`src/rtl/status_flag_unit.sv`:
```
// ---------------------------------------------------------------------------
// status_flag_unit
//
// Holds the live NFLAGS-wide status word (Z, N, C, V plus user flags) with
// per-bit masked updates. It also keeps a small save/restore stack for nested
// exception entry and evaluates 4-bit branch condition codes against the
// live flags.
//
// Ports:
//   clk        clock, all state updates on the rising edge
//   rst        synchronous active-high reset
//   en         flag update strobe
//   flag_mask  per-bit update enable, qualified by en
//   flags_in   new flag values from the ALU
//   push       save live flags onto the stack
//   pop        restore live flags from the top of the stack
//   clear_err  clear the sticky error bits
//   cond       condition code to evaluate
//   flags_out  live flag register
//   cond_true  combinational condition result from flags_out and cond
//   depth      stack occupancy
//   full       depth == STACK_DEPTH
//   empty      depth == 0
//   ovf_err    sticky: push attempted while full
//   unf_err    sticky: pop while empty, or push and pop together
// ---------------------------------------------------------------------------
module status_flag_unit #(
  parameter int NFLAGS      = 4,
  parameter int STACK_DEPTH = 4,
  parameter int CNT_W       = $clog2(STACK_DEPTH + 1)
) (
  input  logic              clk,
  input  logic              rst,
  input  logic              en,
  input  logic [NFLAGS-1:0] flag_mask,
  input  logic [NFLAGS-1:0] flags_in,
  input  logic              push,
  input  logic              pop,
  input  logic              clear_err,
  input  logic [3:0]        cond,
  output logic [NFLAGS-1:0] flags_out,
  output logic              cond_true,
  output logic [CNT_W-1:0]  depth,
  output logic              full,
  output logic              empty,
  output logic              ovf_err,
  output logic              unf_err
);

  localparam int IDX_W = (STACK_DEPTH > 1) ? $clog2(STACK_DEPTH) : 1;

  logic [NFLAGS-1:0] flags_q, flags_d;
  logic [CNT_W-1:0]  depth_q, depth_d;
  logic              ovfErr_q, ovfErr_d;
  logic              unfErr_q, unfErr_d;

  logic [NFLAGS-1:0] stackMem [STACK_DEPTH];

  logic              isFull, isEmpty;
  logic              doPush, doPop;
  logic              pushWhileFull, popWhileEmpty, pushAndPop;
  logic [CNT_W-1:0]  depthMinusOne;
  logic [IDX_W-1:0]  wrIdx, rdIdx;

  // Occupancy flags come only from the registered depth, so push and pop
  // never reach full/empty combinationally.
  assign isFull  = (depth_q == CNT_W'(STACK_DEPTH));
  assign isEmpty = (depth_q == '0);

  // Classify the stack request. A push with pop together is illegal and
  // does nothing to the stack, only raising the underflow error.
  assign doPush        = push & ~pop & ~isFull;
  assign doPop         = pop & ~push & ~isEmpty;
  assign pushWhileFull = push & ~pop & isFull;
  assign popWhileEmpty = pop & ~push & isEmpty;
  assign pushAndPop    = push & pop;

  // The write slot is the current depth and the read slot is the one below
  // it. The truncated indices are only used when the matching operation is
  // legal, so they always land inside the array.
  assign depthMinusOne = depth_q - CNT_W'(1);
  assign wrIdx         = depth_q[IDX_W-1:0];
  assign rdIdx         = depthMinusOne[IDX_W-1:0];

  // Next-state logic. A legal pop restores the saved word and overrides any
  // same-cycle en update. Otherwise en loads only the masked bits. New
  // errors win over clear_err so that a fault in the clearing cycle is
  // never lost.
  always_comb begin
    flags_d  = flags_q;
    depth_d  = depth_q;
    ovfErr_d = ovfErr_q & ~clear_err;
    unfErr_d = unfErr_q & ~clear_err;

    if (doPop) begin
      flags_d = stackMem[rdIdx];
      depth_d = depthMinusOne;
    end else if (en) begin
      flags_d = (flags_q & ~flag_mask) | (flags_in & flag_mask);
    end

    if (doPush) begin
      depth_d = depth_q + CNT_W'(1);
    end

    if (pushWhileFull) begin
      ovfErr_d = 1'b1;
    end
    if (popWhileEmpty || pushAndPop) begin
      unfErr_d = 1'b1;
    end
  end

  // Control state register. Reset clears the live flags and the occupancy.
  // With depth at zero, stale stack words can never be restored afterwards.
  always_ff @(posedge clk) begin
    if (rst) begin
      flags_q  <= '0;
      depth_q  <= '0;
      ovfErr_q <= 1'b0;
      unfErr_q <= 1'b0;
    end else begin
      flags_q  <= flags_d;
      depth_q  <= depth_d;
      ovfErr_q <= ovfErr_d;
      unfErr_q <= unfErr_d;
    end
  end

  // Stack storage has no reset; depth alone says which entries are valid.
  // A push saves the pre-update live flags, so an en update made in the
  // same cycle only affects the live register.
  always_ff @(posedge clk) begin
    if (!rst && doPush) begin
      stackMem[wrIdx] <= flags_q;
    end
  end

  // Branch condition evaluation straight from the registered flags, with
  // no register stage in between.
  always_comb begin
    logic z, n, c, v;
    z = flags_q[0];
    n = flags_q[1];
    c = flags_q[2];
    v = flags_q[3];
    cond_true = 1'b0;
    unique case (cond)
      4'd0:  cond_true = z;
      4'd1:  cond_true = ~z;
      4'd2:  cond_true = c;
      4'd3:  cond_true = ~c;
      4'd4:  cond_true = n;
      4'd5:  cond_true = ~n;
      4'd6:  cond_true = v;
      4'd7:  cond_true = ~v;
      4'd8:  cond_true = c & ~z;
      4'd9:  cond_true = ~c | z;
      4'd10: cond_true = (n == v);
      4'd11: cond_true = (n != v);
      4'd12: cond_true = ~z & (n == v);
      4'd13: cond_true = z | (n != v);
      4'd14: cond_true = 1'b1;
      4'd15: cond_true = 1'b0;
      default: cond_true = 1'b0;
    endcase
  end

  assign flags_out = flags_q;
  assign depth     = depth_q;
  assign full      = isFull;
  assign empty     = isEmpty;
  assign ovf_err   = ovfErr_q;
  assign unf_err   = unfErr_q;

endmodule

```
`config.mk`:
```
export PLATFORM = sky130hd
export DESIGN_NAME = status_flag_unit
export DESIGN_NICKNAME = d
export VERILOG_FILES = /design/src/rtl/status_flag_unit.sv
export SDC_FILE = /design/constraint.sdc
export NUM_CORES = 1
export LEC_CHECK = 0
export ABC_AREA = 1
export BUFFER_PORTS_ARGS = -buffer_cell sky130_fd_sc_hd__buf_2
export CAP_MARGIN = 20
export CELL_PAD_IN_SITES_DETAIL_PLACEMENT = 1
export CELL_PAD_IN_SITES_GLOBAL_PLACEMENT = 2
export CORE_AREA = 2 2 61 77
export DETAILED_ROUTE_END_ITERATION = 7
export DIE_AREA = 0 0 63 79
export HOLD_SLACK_MARGIN = 0.15
export PLACE_DENSITY = 0.79
export SLEW_MARGIN = 20
export SYNTH_ARGS = -nofsm -noshare
export SYNTH_HDL_FRONTEND = slang
export SYNTH_SLANG_ARGS = --single-unit
```
`constraint.sdc`:
```
create_clock -name clk -period 4 [get_ports clk]
set_input_delay 0.4 -clock clk [delete_from_list [all_inputs] [get_ports clk]]
set_output_delay 0.4 -clock clk [all_outputs]
set_load 0.01 [all_outputs]
```
---- Word level (Yosys, flattened, before mapping) ----
Memories as Yosys holds them, arrays and structs flattened.
Index checks and enable logic that the tools add are counted.
storage, ports and cells
  register bits ........................... 9
  RAM bits ................................ 16
  input bits .............................. 18
  output and inout bits ................... 12
  word-level logic and storage cells ...... 67
  memories ................................ 1
operators by class
  $add $sub $neg .......................... 2
  equal/unequal tests ..................... 18
  muxes and demuxes ....................... 9
  bitwise operators ....................... 26
  reduce and logical (&&, ||, !) cells .... 7
memory list
  name      words  bits a word  read ports  clocked after memory_dff  wr ports  line  text
  stackMem  4      4            1           0                         1         57    logic [NFLAGS-1:0] stackMem [STACK_DEPTH];
operators by type and width
  kind                   number
  $eq A4 B4 Y1 const B   8
  $eq A4 B3 Y1 const B   4
  $pmux W1 S16           1
  $and A1 B1 Y1          11
  $not A1 Y1             9
  $and A4 B4 Y4          2
  $eq A4 B2 Y1 const B   2
  $mux W4                2
  $mux W3                2
  $eq A4 B1 Y1 const B   1
  $logic_not A4 Y1       1
  $mux W1                4
  $not A4 Y4             1
  $or A4 B4 Y4           1
  $reduce_bool A2 Y1     2
  $add A3 B1 Y3 const B  1
  $eq A3 B3 Y1 const B   1
  $logic_not A3 Y1       1
  $sub A3 B1 Y3 const B  1
  $or A1 B1 Y1           2
  $eq A1 B1 Y1           1
  $logic_and A1 B1 Y1    1
  $logic_not A1 Y1       1
  $logic_or A1 B1 Y1     1
  $ne A1 B1 Y1           1

---- Longest topological paths before layout ----
  word-level depth ........................ 6
  depth in mapped cells ................... 10
  depth with buffers taken out ............ 10

---- Least setup slack after synthesis ----
Ideal clock, no wire load.
  kind .................................... reg2reg
  start ................................... reg depth_q[0], in the netlist depth[0]
  end ..................................... mem stackMem[3][0], enable pin
  library setup time ...................... 0.329 ns
  arrival time ............................ 1.722 ns
  required time ........................... 3.671 ns
  setup slack ............................. 1.949 ns
  cell stages (with the launch flop) ...... 8
  path buffers ............................ 0
  clock period less this slack ............ 2.051 ns
  cells stage by stage .................... dfxtp_1 -> clkinv_1 -> ha_1 -> ha_1 -> nand3b_1 -> inv_1 -> nand2_1 -> nor2_1
on the way
  longest elaborated chain between the ends .. 6
ends and longest elaborated chain
  item                           line  text
  from (decl)                    53    logic [CNT_W-1:0] depth_q, depth_d;
  from (signal assigned)         124   depth_q <= depth_d;
  $eq A3 B3 Y1                   67    assign isFull = (depth_q == CNT_W'(STACK_DEPTH));
  net full                       44    output logic full,
  $not A1 Y1                     72    assign doPush = push & ~pop & ~isFull;
  $and A1 B1 Y1                  72
  $logic_and A1 B1 Y1            134   if (!rst && doPush) begin
  $mux W1                        134
  $mux W1 (implied by the code)  135   stackMem[wrIdx] <= flags_q;
  to (decl)                      57
The timed path passes the listed nets, and every way through them passes these cells.

---- Final worst setup path ----
  start ................................... reg depth_q[0], in the netlist depth[0]
  end ..................................... mem stackMem[3][3], enable pin
on the way
  longest elaborated chain between the ends .. 6
ends and longest elaborated chain
  item                           line
  $eq A3 B3 Y1                   67
  $not A1 Y1                     72
  $and A1 B1 Y1                  72
  $logic_and A1 B1 Y1            134
  $mux W1                        134
  $mux W1 (implied by the code)  135
Several ways; a longest one is shown, not always the timed one.

==> run summary <==
Power spread over the standard cell area amounts to 451 nW/um^2. The setup path with the least slack is of type flip-flop to flip-flop. The synthesized design spends more area on one cell type than any other, namely sky130_fd_sc_hd__edfxtp_1. The required time of the critical path is 3.94 ns, and the number of buffers added by the clock tree synthesis step is 3. The height of the die is 79 um, and the max capacitance violation total is 0. After technology mapping, the gate count stands at 164. In this run, the combinational gates consume 32.1% of the power. Yosys mapped the design onto 21 distinct sky130hd cell types. The buffer depth of the longest clock path is 2, and the count of fill cells added during filler insertion is 571. The logs give 6 for the first-pass iteration count of the detailed router and 27 for the number of standard-cell rows in the floorplan. The post-route netlist has 19.5% of its cells at a drive strength greater than 1. After Yosys synthesis, and, or, nand and nor cells account for 24.6% of the synthesized area. The path class of the tightest hold or removal check is input port to flip-flop. The tools report the highest clock rate as 0.385 GHz. The number of sinks handled by clock tree synthesis is 25.

The post-route cell area is 1580 sq um. The max-slew violation total from the final report was 0. The setup slack of the critical path after layout was 1.40 ns; the switching portion of total power was 35.7%. The logs give 0 for the detailed-route DRC error count and 572 sq um for the total area of multi-input combinational cells. In this run the horizontal extent of the chip is 63 um. The tools report the number of antenna violations at the first check in global routing as 0. In the final routed layout, each cell accounts on average for 13.4 um. The actual transition at the worst max-transition pin works out to 0.443 ns. During placement, the flow inserted port buffers numbering 29.

The insertion delay to the later sink of the worst-skew pair is 0.27 ns, and the clock period minus worst slack is 2.60 ns. The H-tree level count came out at 1. IR analysis of the VDD net gives a maximum drop of 0.124 mV. Multiplexer cells account for 0% of the synthesized area.

The commonest cells after synthesis are sky130_fd_sc_hd__nand2_1, sky130_fd_sc_hd__nor2_1, sky130_fd_sc_hd__inv_1. Detailed routing inserted a total of 1,206 vias. The cell-internal power is 459 uW, and the sequential power share is 46.8%. The number of DRC markers after the initial detailed-route iteration came out at 52.

At the end of the flow, the number of nets in the layout was 220. Relative max-transition margin: 70.4%. The synthesized design contains 16 enable-type register cells. The repair_antennas step left the layout with diodes totalling 0. The via density per instance was 4.77; the total wirelength of the detailed-routed design was 3.38 mm.

The cell sitting at the root of the clock tree is a sky130_fd_sc_hd__clkbuf_8. The mapped netlist covers 1330 sq um. Synthesized area per cell: 8.08 sq um. Floorplan core area: 4290 sq um. sky130_fd_sc_hd__nand2_1 is the most common cell in the netlist. The run gives 0.711 nW as the leakage power of the design.

In this run, post-CTS repair resized a total of 0 instances. The total overflow left after global routing is 0. Once the floorplan was initialized, standard cells occupied 30.9% of the core. Routability-driven placement finished with a final weighted congestion of 0.824. Of the post-synthesis cell area, the dominant cell type holds 36.3%. Setup repair after global routing left no endpoint under its margin. The area growth from synthesis to layout is 19.4%. The run gives 0 ns as the post-route setup TNS.

After synthesis the netlist holds a flip-flop and latch count of 25. The run gives 0 as the number of setup violations in the final report. For the total count of hold-check failures in the final report, the log shows 0.

The number of global-route vias before repair was 1,231; the combined flip-flop and latch cell area was 661 sq um. After clock tree synthesis, the clock-pin slew on the worst setup and hold paths is 0.09 ns. The critical path data arrival time was 2.54 ns; the proportion of synthesized chip area in sequential cells was 49.9%.

The worst setup path is launched from a flip-flop. The Yosys step of the flow raised 0 warnings. The largest driver fanout on the critical path was 14. Entering global routing, the biggest net connects 16 pins. The most used flip-flop cell after synthesis is sky130_fd_sc_hd__edfxtp_1. On the final layout, the worst clock skew is 0.00192 ns. The boundary pin count was 30. The number of hold buffers added after CTS came out at 0. The area after detailed placement is 1530 sq um. Post-placement worst setup slack: 1.42 ns. Counting every net in the synthesized netlist gives 188.

By area the synthesized netlist is led by sky130_fd_sc_hd__edfxtp_1, sky130_fd_sc_hd__dfxtp_1, sky130_fd_sc_hd__nand2_1, sky130_fd_sc_hd__nor2_1, sky130_fd_sc_hd__nand3_1. The share of flip-flops with an asynchronous set or reset came out at 0%. The post-CTS setup buffer count is 0, and the die area is 4980 sq um. The count of nets left with antenna violations once routing finished came out at 0. Wire length of the first global-routing pass: 5.60 mm. The flow ran to the end, and the final reports show no timing, DRC or antenna violations. The synthesized netlist devotes 12.8% of its cell area to compound gates.

Switching power: 255 uW. The HPWL after detailed placement is 2.70 mm. The synthesized netlist devotes 0% of its cell area to XOR and XNOR gates.

The endpoint kind of the worst setup timing path is a flip-flop. The clock network fraction of total power is 21.1%. TritonCTS built the clock tree. The synthesized netlist devotes 5.67% of its cell area to adder and majority cells.

After synthesis, the largest family of logic cells by area is simple AND/OR/NAND/NOR gates. The final cycle utilization of the critical path came out at 65.0%. For the overall global routing resource usage, the log shows 14.7%.
## per-layer routing
metal  wire (um)  track usage (%)  vias up
met5           0                0        -
met4          76             7.33        0
met3         113             2.41        6
met2        1900             28.9       23
met1        1300             14.7      573
li1            -                -      604
## cells by family after synthesis
family | count (synthesis)
AND/OR/NAND/NOR | 78
AO/OA/AOI/OAI | 31
flip-flops | 25
buffers and inverters | 24
adder cells (fa/ha/maj) | 6
## path summary, 6_finish.rpt
path                               start              to  slack, ns  cells after the start
worst min-delay path                 rst        depth[2]       0.34                      2
worst max register to register  depth[0]  stackMem[3][3]       1.40                      7
worst max-delay path            depth[0]  stackMem[3][3]       1.40                      7
worst min register to register   ovf_err         ovf_err       0.47                      2
## stage by stage
step / hold slack, ns / instances / power (mW) / utilization, %
CTS: 0.346 / 253 / 0.725 / 36.9
detailed placement: 0.465 / 249 / 0.572 / 35.7
floorplan: 0.469 / 164 / 0.483 / -
global placement: 0.453 / 249 / 0.567 / 35.7
finish: 0.342 / 253 / 0.714 / 36.9
global route: 0.347 / 253 / 0.769 / 36.9
## placed cells by master, fill, tap and decap left out, drive strengths merged
cell type,instances
nand2,36
buf,29
nor2,24
inv,21
nand3,16
edfxtp,16
o21ai,15
a21oi,9
dfxtp,9
ha,6
a31oi,4
clkbuf,3
o211ai,2
clkinv,1
nand3b,1
a32o,1
or2,1
clkinvlp,1
## final cells by class
| cell class | instances | area share [%] |
|---|---|---|
| Clock buffer | 3 | 2.61 |
| Timing Repair Buffer | 29 | 9.18 |
| Inverter | 22 | 5.22 |
| Sequential cell | 25 | 41.8 |
| Clock inverter | 1 | 0.475 |
| Tap cell | 58 | 4.59 |
| Multi-Input combinational cell | 115 | 36.2 |
## critical path, cell delays in order (launching register included)
cell	delay (ns)
sky130_fd_sc_hd__dfxtp_1	0.60
sky130_fd_sc_hd__clkinv_1	0.36
sky130_fd_sc_hd__ha_1	0.34
sky130_fd_sc_hd__ha_1	0.21
sky130_fd_sc_hd__nand3b_1	0.20
sky130_fd_sc_hd__inv_1	0.10
sky130_fd_sc_hd__nand2_1	0.14
sky130_fd_sc_hd__nor2_1	0.32
## power groups by stage
| stage | Clock [mW] | Combinational (mW) | Sequential [mW] |
|---|---|---|---|
| final | 0.151 | 0.229 | 0.334 |
| after detailed placement | 0 | 0.230 | 0.342 |
| after CTS | 0.154 | 0.234 | 0.336 |
| after global routing | 0.165 | 0.264 | 0.340 |
| after floorplan | 0 | 0.150 | 0.334 |
| after global placement | 0 | 0.227 | 0.340 |
Power figures use the tool's default switching activity.
